===== src/rtl/adc_fsync_rx_mc_pkg.sv =====
// Shared types and helpers for the multi-channel fsync-master ADC receiver.
// Covers FSM states, sync depth, FIFO entry packing and sign extension.
package adc_rx_pkg;

  typedef enum logic [1:0] {IDLE, RECV, PUSH} state_t;

  localparam int SYNC_DEPTH     = 2;
  localparam int ENTRY_DATA_LSB = 0;
  localparam int SEXT_MAX_W     = 64;

  // Widen a data_w-bit two's-complement sample to out_w bits. Bits above out_w are zero.
  function automatic logic [SEXT_MAX_W-1:0] sext(input logic [SEXT_MAX_W-1:0] sample,
                                                 input int data_w, input int out_w);
    logic [SEXT_MAX_W-1:0] r;
    logic                  sign;
    r    = '0;
    sign = 1'b0;
    for (int i = 0; i < SEXT_MAX_W; i++) begin
      if (i == data_w - 1) sign = sample[i];
    end
    for (int i = 0; i < SEXT_MAX_W; i++) begin
      if (i < out_w) r[i] = (i < data_w) ? sample[i] : sign;
    end
    return r;
  endfunction

endpackage


===== src/rtl/adc_fsync_rx_mc_if.sv =====
// Valid/ready sample stream carrying a sign-extended word and its channel tag.
interface adc_fsync_rx_mc_if #(
  parameter int OUT_W  = 32,
  parameter int CHAN_W = 2
);
  logic              valid;
  logic              ready;
  logic [OUT_W-1:0]  data;
  logic [CHAN_W-1:0] chan;

  modport master (output valid, data, chan, input ready);
  modport slave  (input valid, data, chan, output ready);
endinterface


===== src/rtl/adc_fsync_rx_mc_fifo.sv =====
// First-word-fall-through synchronous FIFO with wrap-bit pointers.
// Read data is forced to zero while empty so the stream idles at a known value.
module sync_fifo_fwft #(
  parameter int WIDTH = 8,
  parameter int DEPTH = 16,
  localparam int AW   = $clog2(DEPTH)
) (
  input  logic             aclk,
  input  logic             areset,
  input  logic             push,
  input  logic [WIDTH-1:0] wdata,
  input  logic             pop,
  output logic [WIDTH-1:0] rdata,
  output logic             full,
  output logic             empty,
  output logic [AW:0]      count
);

  logic [WIDTH-1:0] mem [DEPTH];
  logic [AW:0]      wr_ptr;
  logic [AW:0]      rd_ptr;

  assign count = wr_ptr - rd_ptr;
  assign empty = (count == '0);
  assign full  = count[AW];
  assign rdata = empty ? '0 : mem[rd_ptr[AW-1:0]];

  always_ff @(posedge aclk) begin
    if (areset) begin
      wr_ptr <= '0;
      rd_ptr <= '0;
    end else begin
      if (push && !full) wr_ptr <= wr_ptr + 1'b1;
      if (pop && !empty) rd_ptr <= rd_ptr + 1'b1;
    end
  end

  // NOTE: storage is deliberately not reset; pointers alone define valid contents.
  always_ff @(posedge aclk) begin
    if (push && !full) mem[wr_ptr[AW-1:0]] <= wdata;
  end

endmodule


===== src/rtl/adc_fsync_rx_mc.sv =====
// Multi-channel receiver for fsync-master delta-sigma ADCs: synchronise, deserialise,
// then write whole frames as channel-tagged words into a FWFT FIFO.
module adc_fsync_rx_mc
  import adc_rx_pkg::*;
#(
  parameter int CH         = 4,
  parameter int DATA_W     = 24,
  parameter int OUT_W      = 32,
  parameter int FIFO_DEPTH = 64,
  parameter int CNT_W      = 16
) (
  input  logic                        aclk,
  input  logic                        areset,
  input  logic                        en,
  input  logic                        clear_stat,
  input  logic                        sck,
  input  logic                        fsync,
  input  logic [CH-1:0]               dout,
  adc_fsync_rx_mc_if.master           m,
  output logic [$clog2(FIFO_DEPTH):0] fifo_count,
  output logic [CNT_W-1:0]            frame_cnt,
  output logic [CNT_W-1:0]            drop_cnt,
  output logic [CNT_W-1:0]            err_cnt,
  output logic                        overflow
);

  localparam int CHAN_W         = (CH > 1) ? $clog2(CH) : 1;
  localparam int BCW            = $clog2(DATA_W);
  localparam int FCW            = $clog2(FIFO_DEPTH) + 1;
  localparam int ENTRY_CHAN_LSB = ENTRY_DATA_LSB + OUT_W;
  localparam int ENTRY_W        = OUT_W + CHAN_W;

  localparam logic [BCW-1:0]    LAST_BIT  = BCW'(DATA_W - 1);
  localparam logic [CHAN_W-1:0] LAST_CHAN = CHAN_W'(CH - 1);
  localparam logic [FCW-1:0]    MAX_FILL  = FCW'(FIFO_DEPTH - CH);
  localparam logic [CNT_W-1:0]  CNT_MAX   = '1;

  logic [SYNC_DEPTH:0]             sck_sync;
  logic [SYNC_DEPTH:0]             fsync_sync;
  logic [SYNC_DEPTH-1:0][CH-1:0]   dout_sync;
  logic                            sck_rise;
  logic                            fsync_rise;
  logic [CH-1:0]                   dout_s2;

  state_t                          state_q, state_d;
  logic [BCW-1:0]                  bitcnt_q, bitcnt_d;
  logic [CHAN_W-1:0]               push_idx_q, push_idx_d;
  // Shift registers double as the frame holding registers once the last bit lands.
  logic [CH-1:0][DATA_W-1:0]       sr_q, sr_d;

  logic                            push;
  logic                            inc_frame, inc_drop, inc_err;
  logic                            space_ok;
  logic [SEXT_MAX_W-1:0]           sext_word;
  logic [ENTRY_W-1:0]              fifo_wdata;
  logic [ENTRY_W-1:0]              fifo_rdata;
  logic                            fifo_full, fifo_empty;

  always_ff @(posedge aclk) begin
    if (areset) begin
      sck_sync   <= '0;
      fsync_sync <= '0;
      dout_sync  <= '0;
    end else begin
      sck_sync   <= {sck_sync[SYNC_DEPTH-1:0], sck};
      fsync_sync <= {fsync_sync[SYNC_DEPTH-1:0], fsync};
      dout_sync  <= {dout_sync[SYNC_DEPTH-2:0], dout};
    end
  end

  assign sck_rise   = sck_sync[SYNC_DEPTH-1] & ~sck_sync[SYNC_DEPTH];
  assign fsync_rise = fsync_sync[SYNC_DEPTH-1] & ~fsync_sync[SYNC_DEPTH];
  assign dout_s2    = dout_sync[SYNC_DEPTH-1];
  assign space_ok   = (fifo_count <= MAX_FILL);

  // NOTE: every output of this block gets a default first, so no path can infer a latch.
  always_comb begin
    state_d    = state_q;
    bitcnt_d   = bitcnt_q;
    push_idx_d = push_idx_q;
    sr_d       = sr_q;
    push       = 1'b0;
    inc_frame  = 1'b0;
    inc_drop   = 1'b0;
    inc_err    = 1'b0;
    case (state_q)
      IDLE: begin
        if (en && fsync_rise) begin
          state_d  = RECV;
          bitcnt_d = '0;
          sr_d     = '0;
        end
      end
      RECV: begin
        if (!en) begin
          state_d = IDLE;
        end else if (fsync_rise) begin
          inc_err  = 1'b1;
          bitcnt_d = '0;
          sr_d     = '0;
        end else if (sck_rise) begin
          for (int c = 0; c < CH; c++) sr_d[c] = {sr_q[c][DATA_W-2:0], dout_s2[c]};
          if (bitcnt_q == LAST_BIT) begin
            if (space_ok) begin
              state_d    = PUSH;
              push_idx_d = '0;
            end else begin
              inc_drop = 1'b1;
              state_d  = IDLE;
            end
          end else begin
            bitcnt_d = bitcnt_q + 1'b1;
          end
        end
      end
      PUSH: begin
        push = 1'b1;
        if (fsync_rise) inc_err = 1'b1;
        if (push_idx_q == LAST_CHAN) begin
          inc_frame = 1'b1;
          state_d   = IDLE;
        end else begin
          push_idx_d = push_idx_q + 1'b1;
        end
      end
      default: state_d = IDLE;
    endcase
  end

  // NOTE: sequential state uses non-blocking assignments so all flops update together.
  always_ff @(posedge aclk) begin
    if (areset) begin
      state_q    <= IDLE;
      bitcnt_q   <= '0;
      push_idx_q <= '0;
      sr_q       <= '0;
    end else begin
      state_q    <= state_d;
      bitcnt_q   <= bitcnt_d;
      push_idx_q <= push_idx_d;
      sr_q       <= sr_d;
    end
  end

  always_comb begin
    sext_word  = sext(SEXT_MAX_W'(sr_q[push_idx_q]), DATA_W, OUT_W);
    fifo_wdata = '0;
    fifo_wdata[ENTRY_DATA_LSB +: OUT_W]  = sext_word[OUT_W-1:0];
    fifo_wdata[ENTRY_CHAN_LSB +: CHAN_W] = push_idx_q;
  end

  sync_fifo_fwft #(
    .WIDTH (ENTRY_W),
    .DEPTH (FIFO_DEPTH)
  ) u_fifo (
    .aclk   (aclk),
    .areset (areset),
    .push   (push && !fifo_full),
    .wdata  (fifo_wdata),
    .pop    (m.valid && m.ready),
    .rdata  (fifo_rdata),
    .full   (fifo_full),
    .empty  (fifo_empty),
    .count  (fifo_count)
  );

  assign m.valid = !fifo_empty;
  assign m.data  = fifo_rdata[ENTRY_DATA_LSB +: OUT_W];
  assign m.chan  = fifo_rdata[ENTRY_CHAN_LSB +: CHAN_W];

  // Clear has priority over any coincident increment.
  always_ff @(posedge aclk) begin
    if (areset || clear_stat) begin
      frame_cnt <= '0;
      drop_cnt  <= '0;
      err_cnt   <= '0;
      overflow  <= 1'b0;
    end else begin
      if (inc_frame && frame_cnt != CNT_MAX) frame_cnt <= frame_cnt + 1'b1;
      if (inc_drop  && drop_cnt  != CNT_MAX) drop_cnt  <= drop_cnt + 1'b1;
      if (inc_err   && err_cnt   != CNT_MAX) err_cnt   <= err_cnt + 1'b1;
      if (inc_drop) overflow <= 1'b1;
    end
  end

endmodule


===== src/flat_wrapper.sv =====
// flat-port wrapper written by rule: the top's interface ports become plain ports
module adc_fsync_rx_mc_flat import adc_rx_pkg::*;
#(
  parameter int CH         = 4,
  parameter int DATA_W     = 24,
  parameter int OUT_W      = 32,
  parameter int FIFO_DEPTH = 64,
  parameter int CNT_W      = 16
)
  (aclk, areset, en, clear_stat, sck, fsync, dout, fifo_count, frame_cnt, drop_cnt, err_cnt, overflow, m_valid, m_data, m_chan, m_ready);
  adc_fsync_rx_mc_if #(.OUT_W(OUT_W), .CHAN_W((2))) m_i ();
  input  logic aclk;
  input  logic areset;
  input  logic en;
  input  logic clear_stat;
  input  logic sck;
  input  logic fsync;
  input  logic [CH-1:0] dout;
  output logic [$clog2(FIFO_DEPTH):0] fifo_count;
  output logic [CNT_W-1:0] frame_cnt;
  output logic [CNT_W-1:0] drop_cnt;
  output logic [CNT_W-1:0] err_cnt;
  output logic overflow;
  output wire logic [$bits(m_i.valid)-1:0] m_valid;
  output wire logic [$bits(m_i.data)-1:0] m_data;
  output wire logic [$bits(m_i.chan)-1:0] m_chan;
  input wire logic [$bits(m_i.ready)-1:0] m_ready;
  assign m_valid = m_i.valid;
  assign m_data = m_i.data;
  assign m_chan = m_i.chan;
  assign m_i.ready = m_ready;
  adc_fsync_rx_mc #(.CH(CH), .DATA_W(DATA_W), .OUT_W(OUT_W), .FIFO_DEPTH(FIFO_DEPTH), .CNT_W(CNT_W)) u_core (.aclk(aclk), .areset(areset), .en(en), .clear_stat(clear_stat), .sck(sck), .fsync(fsync), .dout(dout), .m(m_i), .fifo_count(fifo_count), .frame_cnt(frame_cnt), .drop_cnt(drop_cnt), .err_cnt(err_cnt), .overflow(overflow));
endmodule

===== config.mk =====
export PLATFORM = sky130hd
export DESIGN_NAME = adc_fsync_rx_mc_flat
export DESIGN_NICKNAME = d
export VERILOG_FILES = /design/src/rtl/adc_fsync_rx_mc_pkg.sv /design/src/rtl/adc_fsync_rx_mc_if.sv /design/src/rtl/adc_fsync_rx_mc_fifo.sv /design/src/rtl/adc_fsync_rx_mc.sv /design/src/flat_wrapper.sv
export SDC_FILE = /design/constraint.sdc
export NUM_CORES = 2
export LEC_CHECK = 0
export BUFFER_PORTS_ARGS = -buffer_cell sky130_fd_sc_hd__buf_4
export CAP_MARGIN = 10
export CELL_PAD_IN_SITES_DETAIL_PLACEMENT = 0
export CELL_PAD_IN_SITES_GLOBAL_PLACEMENT = 1
export CORE_ASPECT_RATIO = 0.9
export CORE_MARGIN = 2
export CORE_UTILIZATION = 40
export DETAILED_ROUTE_END_ITERATION = 7
export PLACE_DENSITY = 0.6
export SLEW_MARGIN = 20
export SYNTH_ARGS = -nofsm -noshare
export SYNTH_HDL_FRONTEND = slang
export SYNTH_SLANG_ARGS = --single-unit

===== constraint.sdc =====
create_clock -name aclk -period 7.1 [get_ports aclk]
set_input_delay 0.355 -clock aclk [delete_from_list [all_inputs] [get_ports aclk]]
set_output_delay 0.355 -clock aclk [all_outputs]
set_load 0.01 [all_outputs]

==> results.sh <==
export IMPL_dp_hpwl_um=115000
export IMPL_maxCapViolCount=0
export IMPL_status="complete, no violations"
export IMPL_worstPathRequired_ns=6.74
export IMPL_seq_area_frac_synth_pct=74.2
export IMPL_p_sw_w=0.00586
export IMPL_power_frac_clock_pct=39.7
export IMPL_internal_power_w=0.0182
export IMPL_synth_top_area_share_pct=69.0
export IMPL_multi_input_area_um2=18000
export IMPL_slew_headroom_pct=23.9
export IMPL_firstDrtPassIters=5
export IMPL_cts_reportedPaths_clkPinSlew_ns=0.06
export IMPL_nets=4141
export IMPL_nFillCells=15500
export IMPL_arrival_ns=4.92
export IMPL_die_area_um2=184000
export IMPL_timing_final_hold_violations=0
export IMPL_crit_chain="buf_4, mux4_2, mux2i_1, o211ai_1, a21oi_1, nor3_1, buf_4"
export IMPL_syn_area_um2=72400
export IMPL_viasPerCell=5.63
export IMPL_power_frac_seq_pct=48.9
export IMPL_tightest_slew_ns=1.14
export IMPL_fp_dieW_um=452
export IMPL_finalClockSkew_ns=0.0314
export IMPL_fin_crit_sh_pct=74.3
export IMPL_std_cell_rows=148
export IMPL_synth_nets=4014
export IMPL_cpMaxStageDelayCell="dfxtp_4"
export IMPL_power_frac_comb_pct=11.3
export IMPL_ir_drop_mv=0.245
export IMPL_drv_slew=0
export IMPL_die_h_um=408
export IMPL_power_w=0.0241
export IMPL_wire_per_inst_um=29.7
export IMPL_grt_pass1_wl_um=281000
export IMPL_path_max_fanout=44
export IMPL_synthToLayoutAreaGrowth_pct=13.7
export IMPL_ys_seq_elements=1852
export IMPL_antenna_left=0
export IMPL_powerDensity_nw_per_um2=293
export IMPL_place_congestion=0.844
export IMPL_synthArstFlopShare_pct=0
export IMPL_remaining_drc_errors=0
export IMPL_synth_largest_area_cell="edfxtp_1"
export IMPL_cts_sinks=1852
export IMPL_grt_setup_unrepaired="false"
export IMPL_synth_area_leaders="edfxtp_1 (69%), mux4_2 (10%), dfxtp_1 (5.2%), mux2i_1 (4.0%), a21oi_1 (1.5%)"
export IMPL_slowest_delay_ns=0.88
export IMPL_post_route_min_period_ns=5.28
export IMPL_h_tree_depth=4
export IMPL_regArea_um2=53800
export IMPL_synth_main_ff_cell="edfxtp_1"
export IMPL_antenna_found_initial=7
export IMPL_clk_latency_ns=0.82
export IMPL_swShare_pct=24.4
export IMPL_wl_um=198000
export IMPL_hold_path_class="in2reg"
export IMPL_setup_viol=0
export IMPL_cts_root_buf="clkbuf_16"
export IMPL_path_common_cell="buf_4"
export IMPL_startpoint_type="flip-flop"
export IMPL_worstSetupEndpointType="output port"
export IMPL_p_leak_nw=24.1
export IMPL_yosys_warnings=0
export IMPL_pin_count=102
export IMPL_yosysUniqueCellTypes=59
export IMPL_cts_buffer_depth=3
export IMPL_grt_max_degree=97
export IMPL_io_buffer_count=101
export IMPL_setup_tns_ns=0
export IMPL_grt_usage_pct=21.3
export IMPL_grt_overflow_total=0
export IMPL_start_util_pct=40.1
export IMPL_drtIter0Drc=4291
export IMPL_coreArea_um2=180000
export IMPL_fmax_ghz=0.190
export IMPL_synth_edf_count=1664
export IMPL_worstSetupPathType="reg2out"
export IMPL_cts_tree="done"
export IMPL_vias=37600
export IMPL_cts_made_buffers=188
export IMPL_drive_gt1_share_pct=20.9
export IMPL_grt_pass1_vias=36700
export IMPL_synth_cells=3986
export IMPL_synth_avg_cell_area_um2=18.2
stage by stage:
stage / setup slack (ns) / instances / util, % / instance area (µm²) / hold slack, ns
floorplan: 2.81 / 3986 / - / 72400 / 0.414
detailed placement: 2.30 / 6314 / 42.3 / 76300 / 0.426
global placement: 1.75 / 6314 / 42.3 / 76300 / 0.420
global route: 1.62 / 6664 / 45.6 / 82300 / 0.0522
finish: 1.82 / 6669 / 45.6 / 82300 / 0.0547
CTS: 1.70 / 6663 / 45.6 / 82300 / 0.0142
Yosys cell counts, types with 3 or more instances:
cell / count
and4_1: 6
nand2_1: 236
nor2_1: 151
clkbuf_1: 127
a2111oi_0: 27
and3_1: 8
or2_2: 4
xnor2_1: 19
nand4_1: 17
or4_1: 5
nor2b_1: 70
ha_1: 16
nor3_1: 34
o21ai_0: 39
nand3_1: 95
or3_1: 13
a21oi_1: 211
a31oi_1: 19
nand2b_1: 20
buf_2: 77
a41o_1: 4
o211ai_1: 28
buf_4: 19
nand3b_1: 3
a31o_2: 4
inv_1: 21
xor2_1: 26
buf_1: 33
nor4_1: 3
mux2_2: 14
edfxtp_1: 1664
dfxtp_1: 188
a22oi_1: 77
a211oi_1: 53
mux4_2: 336
mux2i_1: 292
flip-flops by register name (all words and copies together), names as in the netlist, named ones only:
name	count
u_core.u_fifo.mem	1664
u_core.sr_q	96
u_core.drop_cnt	16
u_core.err_cnt	16
u_core.frame_cnt	16
u_core.u_fifo.rd_ptr	7
u_core.u_fifo.wr_ptr	7
u_core.bitcnt_q	5
u_core.dout_s2	4
u_core.dout_sync	4
u_core.fsync_sync	3
u_core.sck_sync	3
u_core.push_idx_q	2
u_core.state_q	2
u_core.overflow	1
kinds of logic (layout without fill, tap and decap cells):
kind of cell | count (synthesis) | in the layout | synth area share, %
XOR/XNOR | 46 | 46 | 0.582
adder cells (fa/ha/maj) | 17 | 17 | 0.304
buffers and inverters | 279 | 556 | 1.69
AO/OA/AOI/OAI | 478 | 478 | 4.19
multiplexers | 642 | 642 | 14.7
flip-flops | 1852 | 1852 | 74.2
AND/OR/NAND/NOR | 672 | 672 | 4.31
other | 0 | 6 | 0
metal layers:
layer	track usage, %	wire length [µm]	vias up
met2	31.2	88600	1261
li1	-	-	16200
met5	0	0	-
met4	5.63	4620	0
met1	32.9	91600	19900
met3	3.76	13200	204
critical path: cells and delay by family, from the launching register on:
| family | cells | cell delay (ns) |
|---|---|---|
| buffers and inverters | 2 | 0.99 |
| AO/OA/AOI/OAI | 2 | 0.87 |
| AND/OR/NAND/NOR | 1 | 0.34 |
| flip-flops | 1 | 0.88 |
| multiplexers | 2 | 0.85 |
power groups by stage:
stage                     Clock (W)  Sequential, W  Combinational [W]
after floorplan                   0         0.0119            0.00182
after global placement            0         0.0120            0.00275
after detailed placement          0         0.0120            0.00275
after CTS                   0.00975         0.0118            0.00276
after global routing         0.0102         0.0118            0.00287
final                       0.00957         0.0118            0.00273
repair_timing:
item / in CTS / in global routing
resized for setup: 0 / 0
endpoints found under the hold margin: 11 / 0
setup endpoints to repair: 0 / 0
setup buffers: 0 / 0
hold buffers: 9 / 0
placed cells by master (no fill, tap or decap), types with 68 or more instances in the layout:
master | synthesis | layout
nor2b_1 | 70 | 68
mux4_2 | 336 | 335
a21oi_1 | 211 | 211
a22oi_1 | 77 | 77
dfxtp_1 | 188 | 180
nor2_1 | 151 | 82
nand2_1 | 236 | 236
clkbuf_16 | 0 | 192
buf_4 | 19 | 178
nand3_1 | 95 | 94
mux2i_1 | 292 | 292
edfxtp_1 | 1664 | 1664
area by class of cell:
type / count / share of cell area, %
Clock inverter: 105 / 1.05
Timing Repair Buffer: 194 / 1.90
Antenna cell: 6 / 0.0182
Inverter: 22 / 0.100
Clock buffer: 235 / 6.08
Sequential cell: 1852 / 65.3
Multi-Input combinational cell: 1855 / 21.9
Tap cell: 2400 / 3.65
path summary, 6_finish.rpt:
check	end	cells after the start	slack [ns]	start
worst min-delay path	u_core.dout_sync[1]	2	0.05	areset
worst max register to register	u_core.u_fifo.mem[26][1]	11	2.28	u_core.u_fifo.wr_ptr[0]
worst max-delay path	m_data[29]	7	1.82	flip-flop
worst min register to register	u_core.sr_q[48]	2	0.43	u_core.dout_s2[2]
Note: power is estimated with default switching activity, not from simulation.
